**src/rtl/muldiv_unit_pkg.sv**
```systemverilog
// Shared instruction codes for the integer core: primary opcodes, SPECIAL
// function codes and the operation select of the HI/LO multiply/divide unit.
package muldiv_unit_pkg;

  localparam int unsigned CNT_W = 6;

  typedef enum logic [5:0] {
    OPC_SPECIAL = 6'h00,
    OPC_REGIMM  = 6'h01,
    OPC_J       = 6'h02,
    OPC_JAL     = 6'h03
  } opcode_t;

  typedef enum logic [5:0] {
    FN_MFHI  = 6'h10,
    FN_MTHI  = 6'h11,
    FN_MFLO  = 6'h12,
    FN_MTLO  = 6'h13,
    FN_MULT  = 6'h18,
    FN_MULTU = 6'h19,
    FN_DIV   = 6'h1a,
    FN_DIVU  = 6'h1b
  } func_t;

  typedef enum logic [2:0] {
    MD_MULT  = 3'd0,
    MD_MULTU = 3'd1,
    MD_DIV   = 3'd2,
    MD_DIVU  = 3'd3,
    MD_MTHI  = 3'd4,
    MD_MTLO  = 3'd5
  } muldiv_op_t;

endpackage

```
**src/rtl/muldiv_unit_divider.sv**
```systemverilog
// Iterative restoring divider on unsigned magnitudes: one quotient bit per
// cycle for WIDTH cycles after start_i.
module muldiv_divider
  import muldiv_unit_pkg::*;
#(
  parameter int unsigned WIDTH = 32
) (
  input  logic             clk,
  input  logic             rst_n,
  input  logic             start_i,
  input  logic [WIDTH-1:0] dividend_i,
  input  logic [WIDTH-1:0] divisor_i,
  output logic             done_o,
  output logic [WIDTH-1:0] quotient_o,
  output logic [WIDTH-1:0] remainder_o
);

  localparam logic [CNT_W-1:0] LAST = CNT_W'(WIDTH - 1);

  logic             active_q, active_d;
  logic [CNT_W-1:0] cnt_q, cnt_d;
  logic [WIDTH-1:0] quo_q, quo_d;
  logic [WIDTH-1:0] rem_q, rem_d;
  logic [WIDTH-1:0] dvs_q, dvs_d;
  logic [WIDTH:0]   shifted;
  logic [WIDTH:0]   trial;

  // done_o flags the edge that retires the final quotient bit, so the
  // owning FSM can leave its wait state on that same edge.
  always_comb begin
    active_d = active_q;
    cnt_d    = cnt_q;
    quo_d    = quo_q;
    rem_d    = rem_q;
    dvs_d    = dvs_q;
    shifted  = {rem_q, quo_q[WIDTH-1]};
    trial    = shifted - {1'b0, dvs_q};
    done_o   = active_q && (cnt_q == LAST);
    if (start_i) begin
      active_d = 1'b1;
      cnt_d    = '0;
      quo_d    = dividend_i;
      rem_d    = '0;
      dvs_d    = divisor_i;
    end else if (active_q) begin
      if (shifted >= {1'b0, dvs_q}) begin
        rem_d = trial[WIDTH-1:0];
        quo_d = {quo_q[WIDTH-2:0], 1'b1};
      end else begin
        rem_d = shifted[WIDTH-1:0];
        quo_d = {quo_q[WIDTH-2:0], 1'b0};
      end
      cnt_d = cnt_q + 1'b1;
      if (done_o) begin
        active_d = 1'b0;
        cnt_d    = '0;
      end
    end
  end

  always_ff @(posedge clk or negedge rst_n) begin
    if (!rst_n) begin
      active_q <= 1'b0;
      cnt_q    <= '0;
      quo_q    <= '0;
      rem_q    <= '0;
      dvs_q    <= '0;
    end else begin
      active_q <= active_d;
      cnt_q    <= cnt_d;
      quo_q    <= quo_d;
      rem_q    <= rem_d;
      dvs_q    <= dvs_d;
    end
  end

  assign quotient_o  = quo_q;
  assign remainder_o = rem_q;

endmodule

```
**src/rtl/muldiv_unit.sv**
```systemverilog
// HI/LO multiply/divide unit: pipelined behavioural multiplier, iterative
// signed/unsigned divider with sign fix-up, and MTHI/MTLO writes.
module muldiv_unit
  import muldiv_unit_pkg::*;
#(
  parameter int unsigned WIDTH      = 32,
  parameter int unsigned MUL_STAGES = 1
) (
  input  logic             clk,
  input  logic             rst_n,
  input  logic             start_i,
  input  logic [2:0]       op_i,
  input  logic [WIDTH-1:0] rs_i,
  input  logic [WIDTH-1:0] rt_i,
  input  logic             read_i,
  output logic [WIDTH-1:0] hi_o,
  output logic [WIDTH-1:0] lo_o,
  output logic             busy_o,
  output logic             done_o,
  output logic             stall_o
);

  typedef enum logic [1:0] {ST_IDLE, ST_MUL, ST_DIV, ST_FIX} state_t;

  localparam logic [CNT_W-1:0] MUL_LAST = CNT_W'(MUL_STAGES - 1);

  state_t           state_q, state_d;
  logic [CNT_W-1:0] cnt_q, cnt_d;
  logic [WIDTH-1:0] hi_q, hi_d, lo_q, lo_d, rs_q, rs_d;
  logic             done_q, done_d;
  logic             rs_neg_q, rs_neg_d, rt_neg_q, rt_neg_d;
  logic             dz_q, dz_d;
  logic [2*WIDTH-1:0] pipe_q [MUL_STAGES];
  logic [2*WIDTH-1:0] pipe_d [MUL_STAGES];

  muldiv_op_t       op;
  logic             is_mul, is_div, mul_load, div_start, rs_neg, rt_neg;
  logic [2*WIDTH-1:0] mul_a, mul_b, prod;
  logic [WIDTH-1:0] dvd_mag, dvs_mag, div_q, div_r, q_fix, r_fix;
  logic             div_done;

  assign op        = muldiv_op_t'(op_i);
  assign is_mul    = (op == MD_MULT) || (op == MD_MULTU);
  assign is_div    = (op == MD_DIV) || (op == MD_DIVU);
  assign mul_load  = (state_q == ST_IDLE) && start_i && is_mul;
  assign div_start = (state_q == ST_IDLE) && start_i && is_div && (rt_i != '0);
  assign rs_neg    = (op == MD_DIV) && rs_i[WIDTH-1];
  assign rt_neg    = (op == MD_DIV) && rt_i[WIDTH-1];
  assign dvd_mag   = rs_neg ? -rs_i : rs_i;
  assign dvs_mag   = rt_neg ? -rt_i : rt_i;

  // Sign-extending to 2*WIDTH lets one truncated multiply serve both MULT and MULTU.
  assign mul_a = {{WIDTH{(op == MD_MULT) & rs_i[WIDTH-1]}}, rs_i};
  assign mul_b = {{WIDTH{(op == MD_MULT) & rt_i[WIDTH-1]}}, rt_i};
  assign prod  = mul_a * mul_b;

  always_comb begin
    pipe_d[0] = mul_load ? prod : pipe_q[0];
    for (int unsigned i = 1; i < MUL_STAGES; i++) begin
      pipe_d[i] = pipe_q[i-1];
    end
  end

  muldiv_divider #(.WIDTH(WIDTH)) u_divider (
    .clk         (clk),
    .rst_n       (rst_n),
    .start_i     (div_start),
    .dividend_i  (dvd_mag),
    .divisor_i   (dvs_mag),
    .done_o      (div_done),
    .quotient_o  (div_q),
    .remainder_o (div_r)
  );

  always_comb begin
    state_d  = state_q;
    cnt_d    = cnt_q;
    hi_d     = hi_q;
    lo_d     = lo_q;
    rs_d     = rs_q;
    rs_neg_d = rs_neg_q;
    rt_neg_d = rt_neg_q;
    dz_d     = dz_q;
    done_d   = 1'b0;
    q_fix    = rt_neg_q ^ rs_neg_q ? -div_q : div_q;
    r_fix    = rs_neg_q ? -div_r : div_r;
    unique case (state_q)
      ST_IDLE: begin
        if (start_i) begin
          if (is_mul) begin
            cnt_d   = '0;
            state_d = ST_MUL;
          end else if (is_div) begin
            rs_d     = rs_i;
            rs_neg_d = rs_neg;
            rt_neg_d = rt_neg;
            dz_d     = (rt_i == '0);
            state_d  = (rt_i == '0) ? ST_FIX : ST_DIV;
          end else if (op == MD_MTHI) begin
            hi_d   = rs_i;
            done_d = 1'b1;
          end else if (op == MD_MTLO) begin
            lo_d   = rs_i;
            done_d = 1'b1;
          end
        end
      end
      ST_MUL: begin
        if (cnt_q == MUL_LAST) begin
          {hi_d, lo_d} = pipe_q[MUL_STAGES-1];
          done_d       = 1'b1;
          cnt_d        = '0;
          state_d      = ST_IDLE;
        end else begin
          cnt_d = cnt_q + 1'b1;
        end
      end
      ST_DIV: begin
        if (div_done) state_d = ST_FIX;
      end
      ST_FIX: begin
        if (dz_q) begin
          lo_d = '1;
          hi_d = rs_q;
        end else begin
          lo_d = q_fix;
          hi_d = r_fix;
        end
        done_d  = 1'b1;
        state_d = ST_IDLE;
      end
      default: state_d = ST_IDLE;
    endcase
  end

  always_ff @(posedge clk or negedge rst_n) begin
    if (!rst_n) begin
      state_q  <= ST_IDLE;
      cnt_q    <= '0;
      hi_q     <= '0;
      lo_q     <= '0;
      rs_q     <= '0;
      rs_neg_q <= 1'b0;
      rt_neg_q <= 1'b0;
      dz_q     <= 1'b0;
      done_q   <= 1'b0;
      for (int unsigned i = 0; i < MUL_STAGES; i++) pipe_q[i] <= '0;
    end else begin
      state_q  <= state_d;
      cnt_q    <= cnt_d;
      hi_q     <= hi_d;
      lo_q     <= lo_d;
      rs_q     <= rs_d;
      rs_neg_q <= rs_neg_d;
      rt_neg_q <= rt_neg_d;
      dz_q     <= dz_d;
      done_q   <= done_d;
      for (int unsigned i = 0; i < MUL_STAGES; i++) pipe_q[i] <= pipe_d[i];
    end
  end

  assign hi_o    = hi_q;
  assign lo_o    = lo_q;
  assign done_o  = done_q;
  assign busy_o  = (state_q != ST_IDLE);
  assign stall_o = read_i & busy_o;

endmodule

```
**config.mk**
```make
export PLATFORM = sky130hd
export DESIGN_NAME = muldiv_unit
export DESIGN_NICKNAME = d
export VERILOG_FILES = /design/src/rtl/muldiv_unit_pkg.sv /design/src/rtl/muldiv_unit_divider.sv /design/src/rtl/muldiv_unit.sv
export SDC_FILE = /design/constraint.sdc
export NUM_CORES = 2
export LEC_CHECK = 0
export ABC_CLOCK_PERIOD_IN_PS = 3000
export BUFFER_PORTS_ARGS = -buffer_cell sky130_fd_sc_hd__clkbuf_2
export CAP_MARGIN = 20
export CORE_MARGIN = 1
export CORE_UTILIZATION = 50
export CTS_CLUSTER_DIAMETER = 150
export DETAILED_ROUTE_END_ITERATION = 7
export PLACE_DENSITY = 0.69
export SETUP_SLACK_MARGIN = 0.02
export SLEW_MARGIN = 30
export SYNTH_ARGS = -nofsm -noshare
export SYNTH_HDL_FRONTEND = slang
export SYNTH_SLANG_ARGS = --single-unit
```
**constraint.sdc**
```tcl
create_clock -name clk -period 3 [get_ports clk]
set_input_delay 0.75 -clock clk [delete_from_list [all_inputs] [get_ports clk]]
set_output_delay 0.75 -clock clk [all_outputs]
set_load 0.005 [all_outputs]
```
==> results.json <==
{
  "async_flop_share": 1.000,
  "nNetsFinal": 8378,
  "yosysWarningCount": 0,
  "fp.dieW_um": 333.1,
  "critPathMaxFanout": 5,
  "dr.pass1.iters": 7,
  "synth_cell_types": 90,
  "slew_violations": 0,
  "max_stage_delay_ps": 640,
  "multi_input_area_um2": 44950,
  "drtIter0Drc": 3874,
  "crit_path_top_delay_cell": "fa_2",
  "ant_nets": 0,
  "wire_per_inst_um": 22.91,
  "cts-root-buf": "clkbuf_16",
  "slew_headroom": 0.4519,
  "synth_nets": 7633,
  "core_area_um2": 108700,
  "grt_overflow_total": 0,
  "min_period_ps": 7724,
  "postSynthAreaPerCell_um2": 8.860,
  "syn_to_final_growth_pct": 27.24,
  "final_cell_mix": "inv_1, fa_1, nand2_1, buf_4, dfrtp_1",
  "drive_gt1_frac": 0.2525,
  "synthTopCellsByArea": "fa_1, dfrtp_1, inv_1",
  "synth_top_area_cell": "fa_1",
  "track_usage": 0.3391,
  "layout_commonest_cell": "inv_1",
  "syn_inst": 6185,
  "hold_buffers": 0,
  "io_buffers": 137,
  "clock-sinks": 275,
  "std_cell_rows": 121,
  "ff_latch_area_um2": 6894,
  "finalWirelength_mm": 191.9,
  "status": "finished with violations",
  "drt-vias-per-instance": 5.613,
  "crit_type": "input pin to flip-flop",
  "io_pins": 138,
  "endpoint_kind": "flip-flop",
  "violations": "setup timing",
  "synth_top_flop_cell": "dfrtp_1",
  "grt_start_max_net_pins": 128,
  "critPathMostFrequentCell": "fa_1",
  "fillers": 8664,
  "dp_hpwl_mm": 150.1,
  "rrSetupSlack_ps": -230,
  "max_freq_mhz": 129.5,
  "antenna_found_initial": 10,
  "cp.arrival_ps": 8130,
  "period_share": 2.575,
  "setup-tns-final_ps": -235220,
  "clockBufferDepth": 3,
  "ys_seq_area_frac": 0.1256,
  "cts_tree": "yes",
  "grt_pass1_vias": 48480,
  "path_clk_slew_ps": 60,
  "ys_ff_latch": 275,
  "synth_edf_count": 0,
  "cts_buffers": 34,
  "rsz0062_at_grt": "true",
  "insertion_delay_ps": 560,
  "vias": 47000,
  "h-tree-depth": 2,
  "start_kind": "input pin",
  "finClkSkew_ps": 29.56,
  "die_h_um": 333.1,
  "synth.cell_area_um2": 54800,
  "tightest_slew_ps": 821.3,
  "die-area_um2": 110900,
  "finalSetupViolCount": 141,
  "gp_congestion": 1.013,
  "hold_path.class": "input pin to asynchronous set/reset pin",
  "finalHoldViolCount": 0,
  "yosys.area.top_type_share": 0.4114,
  "drc_errors": 0,
  "start_util": 0.5041,
  "fin_ws_ps": -4724,
  "required_ps": 3410,
  "grt_pass1_wl_mm": 285.7,
  "cap_violations": 0
}
[per-layer routing]
layer / up-vias / track usage / wire (um) / part of all wire
li1: 20300 / - / - / -
met1: 23970 / 0.4416 / 73150 / 0.38
met2: 2185 / 0.5471 / 88980 / 0.46
met3: 551 / 0.05750 / 17060 / 0.089
met4: 6 / 0.1721 / 12630 / 0.066
met5: - / 0 / 44 / 0.00023
[final cells by class]
| class | count | share of cell area |
|---|---|---|
| multi-input cells | 4311 | 0.6447 |
| repair buffers | 1095 | 0.1484 |
| flip-flops and latches | 275 | 0.09887 |
| inverters | 1212 | 0.06550 |
| well taps | 1414 | 0.02537 |
| clock buffers | 51 | 0.01441 |
| clock inverters | 10 | 0.002423 |
| diodes | 5 | 0.0001794 |
| repair inverters | 1 | 0.0001077 |
[registers in the layout, summed over array words and instances (netlist names), 32 cells and up]
signal / count
u_divider.dvs_q: 32
u_divider.remainder_o: 32
pipe_q: 64
lo_o: 32
rs_q: 32
u_divider.quotient_o: 32
hi_o: 32
[critical path: cells and delay by family]
kind,cells,cell delay [ps]
buffers and inverters,8,900
AO/OA/AOI/OAI,5,980
adder cells (fa/ha/maj),9,4410
AND/OR/NAND/NOR,8,1080
[timing repair]
action / 4_1_cts / 5_1_grt
pin swaps: 212 / 266
gates cloned: 5 / 21
setup endpoints to repair: 165 / 179
setup buffers: 88 / 82
gates resized for setup: 343 / 407
[synth_stat cells (all sizes together), types with 21 or more instances]
library cell  instances
nor2                216
mux2i                78
nand3                36
o21ai               315
ha                  251
a21oi               140
nand2              1059
and3                 28
and2                296
a31oi                39
o31ai                35
nor2b                21
fa                 1126
clkbuf              298
a211oi               40
nand4                23
dfrtp               275
nor3                 37
nand2b               39
buf                  94
o221ai               27
mux2                 34
inv                1209
a21o                 64
nor4                 22
xor2                 98
xnor2               125
[through the flow]
stage / instance area, um2 / setup WS [ps] / utilization / std cells / hold slack (ps)
3_3_place_gp: 63770 / -5301 / 0.5867 / 8133 / 461.1
4_1_cts: 67260 / -4738 / 0.6187 / 8277 / 174.4
3_5_place_dp: 63770 / -5407 / 0.5867 / 8133 / 471.2
6_report: 69730 / -4724 / 0.6414 / 8374 / 133.4
5_1_grt: 69720 / -4960 / 0.6413 / 8370 / 177.9
2_1_floorplan: 56980 / -4880 / - / 6185 / 449.2
[logic make-up (layout without fill, tap and decap cells)]
family	Yosys count	after routing	share of synthesized area
adder cells (fa/ha/maj)	1377	1377	0.4687
XOR/XNOR	223	223	0.03564
AO/OA/AOI/OAI	770	770	0.08752
flip-flops	275	275	0.1256
buffers and inverters	1604	2369	0.1104
AND/OR/NAND/NOR	1824	1829	0.1510
multiplexers	112	112	0.02123
other	0	5	0
[worst paths after layout]
path	cells past startpoint	startpoint	end
max	30	op_i[0]	pipe_q[60]$_DFFE_PN0P_
min	1	rst_n	u_divider.cnt_q[0]$_DFFE_PN0P_
max reg2reg	13	u_divider.remainder_o[11]$_DFFE_PN0P_	u_divider.remainder_o[9]$_DFFE_PN0P_
min reg2reg	2	rs_q[28]$_DFFE_PN0P_	rs_q[28]$_DFFE_PN0P_
max in group asynchronous	2	rst_n	dz_q$_DFFE_PN0P_
min in group clk	2	rs_q[28]$_DFFE_PN0P_	rs_q[28]$_DFFE_PN0P_
Power is left out: the tool's default activity adds up to more than one toggle a clock period on the data nets, which glitch-free logic cannot reach.
